$ cat src/rtl/fpu8_pkg.sv
// Shared definitions for the 8-bit FPU: field widths, opcodes,
// special encodings, flag bit positions and the operand class record.
package fpu8_pkg;

  // Format: 1 sign, EXP_W exponent, MAN_W mantissa, bias 7.
  localparam int unsigned EXP_W  = 4;
  localparam int unsigned MAN_W  = 3;
  localparam int unsigned WORD_W = 1 + EXP_W + MAN_W;
  localparam int unsigned FLAG_W = 4;

  // Opcodes.
  localparam logic [1:0] _ADDITION       = 2'b00;
  localparam logic [1:0] _SUBTRACTION    = 2'b01;
  localparam logic [1:0] _MULTIPLICATION = 2'b10;
  localparam logic [1:0] _DIVISION       = 2'b11;

  // Special encodings; NaN is always emitted with a positive sign.
  localparam logic [WORD_W-1:0] _PLUS_INF  = 8'h78;
  localparam logic [WORD_W-1:0] _MINUS_INF = 8'hF8;
  localparam logic [WORD_W-1:0] _QNAN      = 8'h7C;
  localparam logic [WORD_W-1:0] _POS_ZERO  = 8'h00;
  localparam logic [WORD_W-1:0] _NEG_ZERO  = 8'h80;

  // Bit positions within flags = {nan_operand, invalid, div_by_zero, inf_operand}.
  localparam int unsigned FLAG_NAN      = 3;
  localparam int unsigned FLAG_INVALID  = 2;
  localparam int unsigned FLAG_DIV_ZERO = 1;
  localparam int unsigned FLAG_INF      = 0;

  // Classification of a single operand.
  typedef struct packed {
    logic is_nan;
    logic is_inf;
    logic is_zero;
    logic sign;
  } operand_class_t;

  // Signed infinity.
  function automatic logic [WORD_W-1:0] signed_inf(input logic sign);
    return sign ? _MINUS_INF : _PLUS_INF;
  endfunction

  // Signed zero.
  function automatic logic [WORD_W-1:0] signed_zero(input logic sign);
    return sign ? _NEG_ZERO : _POS_ZERO;
  endfunction

endpackage

$ cat src/rtl/fpu8_classify.sv
// Combinational classifier for one 8-bit FPU operand.
// Ports:
//   operand  in  8  value to classify
//   is_nan   out 1  exponent all ones, mantissa nonzero
//   is_inf   out 1  exponent all ones, mantissa zero
//   is_zero  out 1  exponent and mantissa zero (subnormals are nonzero)
//   sign     out 1  sign bit
module fpu8_classify
  import fpu8_pkg::*;
(
  input  logic [WORD_W-1:0] operand,
  output logic              is_nan,
  output logic              is_inf,
  output logic              is_zero,
  output logic              sign
);

  logic [EXP_W-1:0] exp_field;
  logic [MAN_W-1:0] man_field;

  assign exp_field = operand[WORD_W-2 -: EXP_W];
  assign man_field = operand[MAN_W-1:0];

  assign sign    = operand[WORD_W-1];
  assign is_nan  = (&exp_field) & (|man_field);
  assign is_inf  = (&exp_field) & ~(|man_field);
  assign is_zero = ~(|exp_field) & ~(|man_field);

endmodule

$ cat src/rtl/fpu8_exception_unit.sv
// Special-case / exception detector for the 8-bit FPU. Classifies both
// operands, applies the exception rules in priority order and registers
// the flags plus the special result the output mux should select.
// Ports:
//   clk, rst         clock (rising edge), synchronous active-high reset
//   op               2'b00 add, 2'b01 sub, 2'b10 mul, 2'b11 div
//   in0, in1         operand A and operand B
//   in_valid         inputs valid this cycle
//   exception        OR of flags
//   flags            {nan_operand, invalid, div_by_zero, inf_operand}
//   special_result   replacement result when exception=1, else 8'h00
//   out_valid        in_valid delayed one cycle
module fpu8_exception_unit
  import fpu8_pkg::*;
(
  input  logic              clk,
  input  logic              rst,
  input  logic [1:0]        op,
  input  logic [WORD_W-1:0] in0,
  input  logic [WORD_W-1:0] in1,
  input  logic              in_valid,
  output logic              exception,
  output logic [FLAG_W-1:0] flags,
  output logic [WORD_W-1:0] special_result,
  output logic              out_valid
);

  operand_class_t a_cls;
  operand_class_t b_cls;

  logic              any_nan_c;
  logic              any_inf_c;
  logic              invalid_c;
  logic              div_zero_c;
  logic              prod_sign_c;
  logic [FLAG_W-1:0] flags_c;
  logic [WORD_W-1:0] result_c;

  // Operand classification.
  fpu8_classify u_cls_a (
    .operand (in0),
    .is_nan  (a_cls.is_nan),
    .is_inf  (a_cls.is_inf),
    .is_zero (a_cls.is_zero),
    .sign    (a_cls.sign)
  );

  fpu8_classify u_cls_b (
    .operand (in1),
    .is_nan  (b_cls.is_nan),
    .is_inf  (b_cls.is_inf),
    .is_zero (b_cls.is_zero),
    .sign    (b_cls.sign)
  );

  assign any_nan_c   = a_cls.is_nan | b_cls.is_nan;
  assign any_inf_c   = a_cls.is_inf | b_cls.is_inf;
  assign prod_sign_c = a_cls.sign ^ b_cls.sign;

  // Invalid operand combinations per opcode.
  always_comb begin
    invalid_c = 1'b0;
    case (op)
      _ADDITION:       invalid_c = a_cls.is_inf & b_cls.is_inf & (a_cls.sign != b_cls.sign);
      _SUBTRACTION:    invalid_c = a_cls.is_inf & b_cls.is_inf & (a_cls.sign == b_cls.sign);
      _MULTIPLICATION: invalid_c = (a_cls.is_inf & b_cls.is_zero) | (a_cls.is_zero & b_cls.is_inf);
      _DIVISION:       invalid_c = (a_cls.is_inf & b_cls.is_inf) | (a_cls.is_zero & b_cls.is_zero);
      default:         invalid_c = 1'b0;
    endcase
  end

  // Divide by zero only for a finite nonzero dividend.
  assign div_zero_c = (op == _DIVISION) & b_cls.is_zero &
                      ~a_cls.is_zero & ~a_cls.is_inf & ~a_cls.is_nan;

  // Priority resolution: at most one flag, with its special result.
  always_comb begin
    flags_c  = '0;
    result_c = '0;
    if (any_nan_c) begin
      flags_c[FLAG_NAN] = 1'b1;
      result_c          = _QNAN;
    end else if (invalid_c) begin
      flags_c[FLAG_INVALID] = 1'b1;
      result_c              = _QNAN;
    end else if (div_zero_c) begin
      flags_c[FLAG_DIV_ZERO] = 1'b1;
      result_c               = signed_inf(prod_sign_c);
    end else if (any_inf_c) begin
      flags_c[FLAG_INF] = 1'b1;
      case (op)
        _ADDITION,
        _SUBTRACTION: begin
          // A infinite passes through; B alone is negated for subtraction.
          if (a_cls.is_inf) begin
            result_c = signed_inf(a_cls.sign);
          end else begin
            result_c = signed_inf(b_cls.sign ^ (op == _SUBTRACTION));
          end
        end
        _MULTIPLICATION: result_c = signed_inf(prod_sign_c);
        _DIVISION: begin
          // Inf/Inf is already invalid, so exactly one side is infinite here.
          if (a_cls.is_inf) begin
            result_c = signed_inf(prod_sign_c);
          end else begin
            result_c = signed_zero(prod_sign_c);
          end
        end
        default: result_c = '0;
      endcase
    end
  end

  // Output registers; payload holds while in_valid is low.
  always_ff @(posedge clk) begin
    if (rst) begin
      exception      <= 1'b0;
      flags          <= '0;
      special_result <= '0;
      out_valid      <= 1'b0;
    end else begin
      out_valid <= in_valid;
      if (in_valid) begin
        exception      <= |flags_c;
        flags          <= flags_c;
        special_result <= result_c;
      end
    end
  end

endmodule

$ cat config.mk
export PLATFORM = sky130hd
export DESIGN_NAME = fpu8_exception_unit
export DESIGN_NICKNAME = d
export VERILOG_FILES = /design/src/rtl/fpu8_pkg.sv /design/src/rtl/fpu8_classify.sv /design/src/rtl/fpu8_exception_unit.sv
export SDC_FILE = /design/constraint.sdc
export NUM_CORES = 1
export LEC_CHECK = 0
export CAP_MARGIN = 20
export CORE_MARGIN = 2
export CORE_UTILIZATION = 33
export CTS_CLUSTER_SIZE = 28
export DETAILED_ROUTE_END_ITERATION = 6
export PLACE_DENSITY = 0.73
export SETUP_SLACK_MARGIN = 0.05
export SLEW_MARGIN = 40
export SYNTH_ARGS = -nofsm -noshare
export SYNTH_HDL_FRONTEND = slang
export SYNTH_SLANG_ARGS = --single-unit
export TNS_END_PERCENT = 1
$ cat constraint.sdc
create_clock -name clk -period 2 [get_ports clk]
set_input_delay 0.3 -clock clk [delete_from_list [all_inputs] [get_ports clk]]
set_output_delay 0.3 -clock clk [all_outputs]
set_load 0.02 [all_outputs]
==> results.ini, run 1 <==
[hold_path]
hold-path-cell-count=2
worst_hold_path.endpoint=flags[0]
hold_start=flags[0]
timing.hold.worst.class=register to register

[route]
drc=0
viasPerCell=4.95
drt-initial-drc-count=5
dr.pass1.iters=4
routed_wl_mm=1.75
wl_per_cell_um=11.4
vias=757
antenna_left=0

[critical_path]
cp_slowest_stage_delay_ns=0.52
cp_data_arrival_time_ns=2.13
r2r_cells=2
start_kind=input pin
r2r_setup_slack_ns=1.23
crit-reg2reg-capture=special_result[6]
slowest_stage=or4_4
crit_fanout=2
critPathRequiredTime_ns=2.17
path_class=input pin to register
path_cells=buf_6, or4_4, o32a_1, a2111oi_4, and3b_2, nor2b_4, a311oi_2
cp-end-kind=register
r2r-start=special_result[6]
startpoint=in0[5]

[cts]
numCtsBuffers=3
cts_max_path_buffers=2
cts.reportedPaths.clkPinSlew_ns=0.06
clockRootBuffer=clkbuf_4
cts_hold_buffers=0
clk_latency_ns=0.25
h-tree-depth=1
tritoncts=built
clkSinkCount=9

[grt]
busiest_layer=met2
grt_max_degree=11
antenna_found_initial=0
grt_first_pass_wirelength_mm=2.68
met1_usage=0.198
grt_overflow_total=0
grt_usage=0.165
gr-usage-met3=0.0151
met2_usage=0.308
grt_pass1_vias=618

[logic_synthesis]
syn-mean-instance-area_um2=7.84
syn-cell-area_um2=627
ys_types=31
synthTopCellsByArea=dfxtp_1 (29%), nor2_1 (6.6%), buf_4 (6.0%)
yosysWarnings=0
ys_seq_area_frac=0.287
yosys.area.top_type_share=0.287
synth_largest_area_cell=dfxtp_1
ys_seq_elements=9
synthCells=80

[final_layout]
final_common_cell=clkdlybuf4s50_1
diodes=0
final_net_count=150
areaGrowthSynthToFinish_pct=79.8
final.fill_count=171
fin_util=0.639
multi_input_area_um2=432
drive_gt1_frac=0.313
finish.instance_area_mm2=0.00113
regArea_um2=180
layout_common_cells=clkdlybuf4s50_1 (20), buf_4 (18), nor2_1 (10)

[run_status]
status=finished clean

[power]
power_density_mw_per_mm2=421
vdd_drop_max_mv=0.185
leakage_nw=0.426
power_mw=0.474

[timing]
max_freq_mhz=510
finalSetupViolCount=0
rsz0062_at_grt=true
clock_skew_ns=0
finalCritPeriodShare=0.980
hold_viol_final=0
holdWs_ns=0.466
worst_slack_ns=0.0398
final-max-slew-violation-count=0
layout_min_cycle_time_ns=1.96

[die]
std_cell_rows=15
coreArea_mm2=0.00176
io_pins=35
die_h_um=47.6
start_util=0.355
dieArea_mm2=0.00226
die_w_um=47.6

[placed_design]
hpwl_mm=1.43
io_buffers=32
placed_area_mm2=0.00107
place_congestion=0.849
pre_cts_slack_ns=-0.606

[flow_run]
max_cap_viol_count=0

-- state kept, by name, indices dropped and copies added, names as in the netlist --
register        flops
out_valid           1
flags               4
special_result      3
exception           1
-- routing by layer --
layer / up-vias / share of wire
met4: 0 / 0.0092
li1: 381 / -
met2: 29 / 0.51
met1: 345 / 0.42
met3: 2 / 0.058
met5: - / 0
-- critical path, delay by kind of cell --
family	cells	cell delay [ns]
AOI/OAI and AO/OA	3	0.82
buffers and inverters	1	0.09
and+or+nand+nor	3	0.92
-- worst max-delay path by stage --
| stage | to | slack (ns) | cells after the start |
|---|---|---|---|
| after floorplan | special_result[6] | -0.05 | 6 |
| after global placement | special_result[6] | -0.49 | 7 |
| after detailed placement | special_result[6] | -0.61 | 7 |
| after CTS | special_result[6] | -0.03 | 7 |
| after global routing | special_result[6] | -0.02 | 7 |
| final | special_result[6] | 0.04 | 7 |
-- report_power, final --
group          switching (mW)  internal (mW)
clock network          0.0601         0.0767
registers             0.00325          0.185
logic                  0.0659         0.0828
total                   0.129          0.345
-- through the flow --
step                std cells  TNS (ns)
floorplan                  81   -0.0679
global placement          148     -2.45
detailed placement        148     -3.00
CTS                       153   -0.0587
global route              153   -0.0266
finish                    153         0
-- what timing repair did --
action | in CTS | in global routing
endpoints found under the setup margin | 5 | 5
gates cloned | 0 | 0
buffers inserted | 1 | 0
pin swaps | 8 | 3
resized for setup | 38 | 4
-- synthesized netlist by cell type, drive strengths merged --
library cell  number
nor2              11
dfxtp              9
a21oi              6
o21ai              6
buf                5
nor2b              5
nor3               5
clkbuf             3
nand2b             3
o211ai             3
or3                3
a311oi             2
nand2              2
nand4              2
or4                2
xnor2              2
a2111oi            1
a211oi             1
a31oi              1
and2               1
and3b              1
conb               1
inv                1
nand3              1
o22ai              1
o32a               1
or2                1
-- layout make-up --
type,count,share of cell area
Sequential cell,9,0.160
Clock buffer,4,0.0233
Tap cell,25,0.0277
Timing Repair Buffer,51,0.403
Inverter,1,0.00333
Multi-Input combinational cell,63,0.383
-- cells by family after synthesis --
kind of cell              synth area share
DFF                                  0.287
xor gates and xnor gates            0.0279
other                              0.00598
buffers and inverters               0.0838
and+or+nand+nor                      0.345
AOI/OAI and AO/OA                    0.250
Note: power is estimated with default switching activity, not from simulation.
==> inputs of run 2 (changes only) <==
- CORE_ASPECT_RATIO: not set -> 1.2
- HOLD_SLACK_MARGIN: not set -> 0.15
==> results.ini, run 2 (synthesis results as in run 1) <==
[timing]
rsz0062_at_grt=true
layout_min_cycle_time_ns=1.91
worst_slack_ns=0.0855
max_freq_mhz=522
hold_viol_final=0
holdWs_ns=0.470
finalSetupViolCount=0
finalCritPeriodShare=0.957
clock_skew_ns=0
final-max-slew-violation-count=0

[die]
coreArea_mm2=0.00181
die_h_um=51.7
std_cell_rows=17
start_util=0.347
dieArea_mm2=0.00227
die_w_um=43.8
io_pins=35

[cts]
cts_max_path_buffers=2
clk_latency_ns=0.26
h-tree-depth=1
clockRootBuffer=clkbuf_4
numCtsBuffers=3
cts.reportedPaths.clkPinSlew_ns=0.06
tritoncts=built
cts_hold_buffers=0
clkSinkCount=9

[grt]
grt_pass1_vias=681
grt_first_pass_wirelength_mm=2.66
gr-usage-met3=0.0208
busiest_layer=met2
grt_max_degree=11
met2_usage=0.294
met1_usage=0.157
antenna_found_initial=0
grt_overflow_total=0
grt_usage=0.160

[power]
leakage_nw=0.435
vdd_drop_max_mv=0.234
power_density_mw_per_mm2=432
sw_frac_of_total=0.274
p_int_mw=0.347
power_switching_mw=0.131
p_clk_frac=0.294
pwr-share-comb=0.310
pwr-share-seq=0.396

[hold_path]
hold-path-cell-count=2
timing.hold.worst.class=register to register

[critical_path]
cp.depth=7
cp-end-kind=register
crit_fanout=3
path_class=input pin to register
cp_slowest_stage_delay_ns=0.53
startpoint=in0[5]
path_delay_family=simple AND/OR/NAND/NOR gates
critPathRequiredTime_ns=2.18
crit-reg2reg-capture=special_result[6]
cp_data_arrival_time_ns=2.09
slowest_stage=or4_4
worstSetupEndpoint=special_result[6]
path_cells=buf_6, or4_4, o32a_1, a2111oi_2, and3b_2, nor2b_4, a311oi_2
start_kind=input pin
r2r_cells=2
r2r-start=special_result[6]
critical_path_buf_inv_count=1
r2r_setup_slack_ns=1.20

[flow_run]
max_cap_viol_count=0

[final_layout]
multi_input_area_um2=417
final_net_count=151
regArea_um2=180
finish.instance_area_mm2=0.00111
top_regs=flags x4, special_result x3
layout_common_cells=clkdlybuf4s50_1 (20), buf_4 (20), nor2_1 (11)
diodes=0
top_register=flags
largest_reg_flops=4
final.fill_count=168
areaGrowthSynthToFinish_pct=76.4
drive_gt1_frac=0.310

[route]
drt-initial-drc-count=8
drc=0
viasPerCell=4.98
vias=737
routed_wl_mm=1.67
wl_per_cell_um=11.3
dr.pass1.iters=4
antenna_left=0

[placed_design]
placed_area_mm2=0.00107
place_congestion=0.889
pre_cts_slack_ns=-0.576
hpwl_mm=1.35
io_buffers=32

[run_status]
status=finished clean

-- run 2: cell types whose count changed in the layout (fill, tap and decap cells not counted) --
cell,change
buf_6,-2
buf_2,+1
dlymetal6s2s_1,+1
buf_4,+2
dlygate4sd2_1,-1
a2111oi_4,-1
nor2_2,-1
nor2_1,+1
a2111oi_2,+1
-- run 2: power by group through the flow --
| stage | Sequential, mW | Combinational (mW) | Clock [mW] |
|---|---|---|---|
| 5_1_grt | 0.190 | 0.159 | 0.154 |
| 2_1_floorplan | 0.200 | 0.0571 | 0 |
| 6_report | 0.189 | 0.148 | 0.141 |
| 3_3_place_gp | 0.192 | 0.146 | 0 |
| 3_5_place_dp | 0.193 | 0.149 | 0 |
| 4_1_cts | 0.189 | 0.146 | 0.145 |
-- run 2: worst min-delay path by stage --
stage              from       end  slack, ns
4_1_cts        flags[2]  flags[2]       0.47
2_1_floorplan  flags[2]  flags[2]       0.54
5_1_grt        flags[2]  flags[2]       0.49
3_5_place_dp   flags[2]  flags[2]       0.46
6_report       flags[2]  flags[2]       0.47
3_3_place_gp   flags[2]  flags[2]       0.46
-- run 2: worst reg2reg max path, cell delays in order, from the launching register on --
cell	delay, ns
dfxtp_1	0.39
nor2_1	0.08
a311oi_2	0.24
-- run 2: layer usage --
metal / share of wire / vias up
met5: 0 / -
met4: 0.028 / 0
met3: 0.050 / 4
met2: 0.54 / 23
met1: 0.38 / 327
li1: - / 383
-- run 2: layout make-up --
class	instances	area share
Multi-Input combinational cell	63	0.377
Clock buffer	4	0.0238
Inverter	1	0.00339
Sequential cell	9	0.163
Timing Repair Buffer	52	0.412
Tap cell	19	0.0215
-- run 2: repair_timing --
| item | in CTS | in global routing |
|---|---|---|
| pin swaps | 6 | 2 |
| resized for setup | 34 | 4 |
| endpoints found under the setup margin | 5 | 5 |
| setup buffers | 1 | 0 |
| hold endpoints to repair | 0 | 0 |
-- run 2: per-stage QoR --
stage / setup TNS [ns] / cells / util / power [mW]
after floorplan: -0.0679 / 81 / - / 0.257
after global placement: -2.57 / 143 / 0.591 / 0.339
after detailed placement: -2.82 / 143 / 0.591 / 0.342
after CTS: 0 / 148 / 0.603 / 0.481
after global routing: 0 / 148 / 0.612 / 0.503
final: 0 / 148 / 0.612 / 0.478
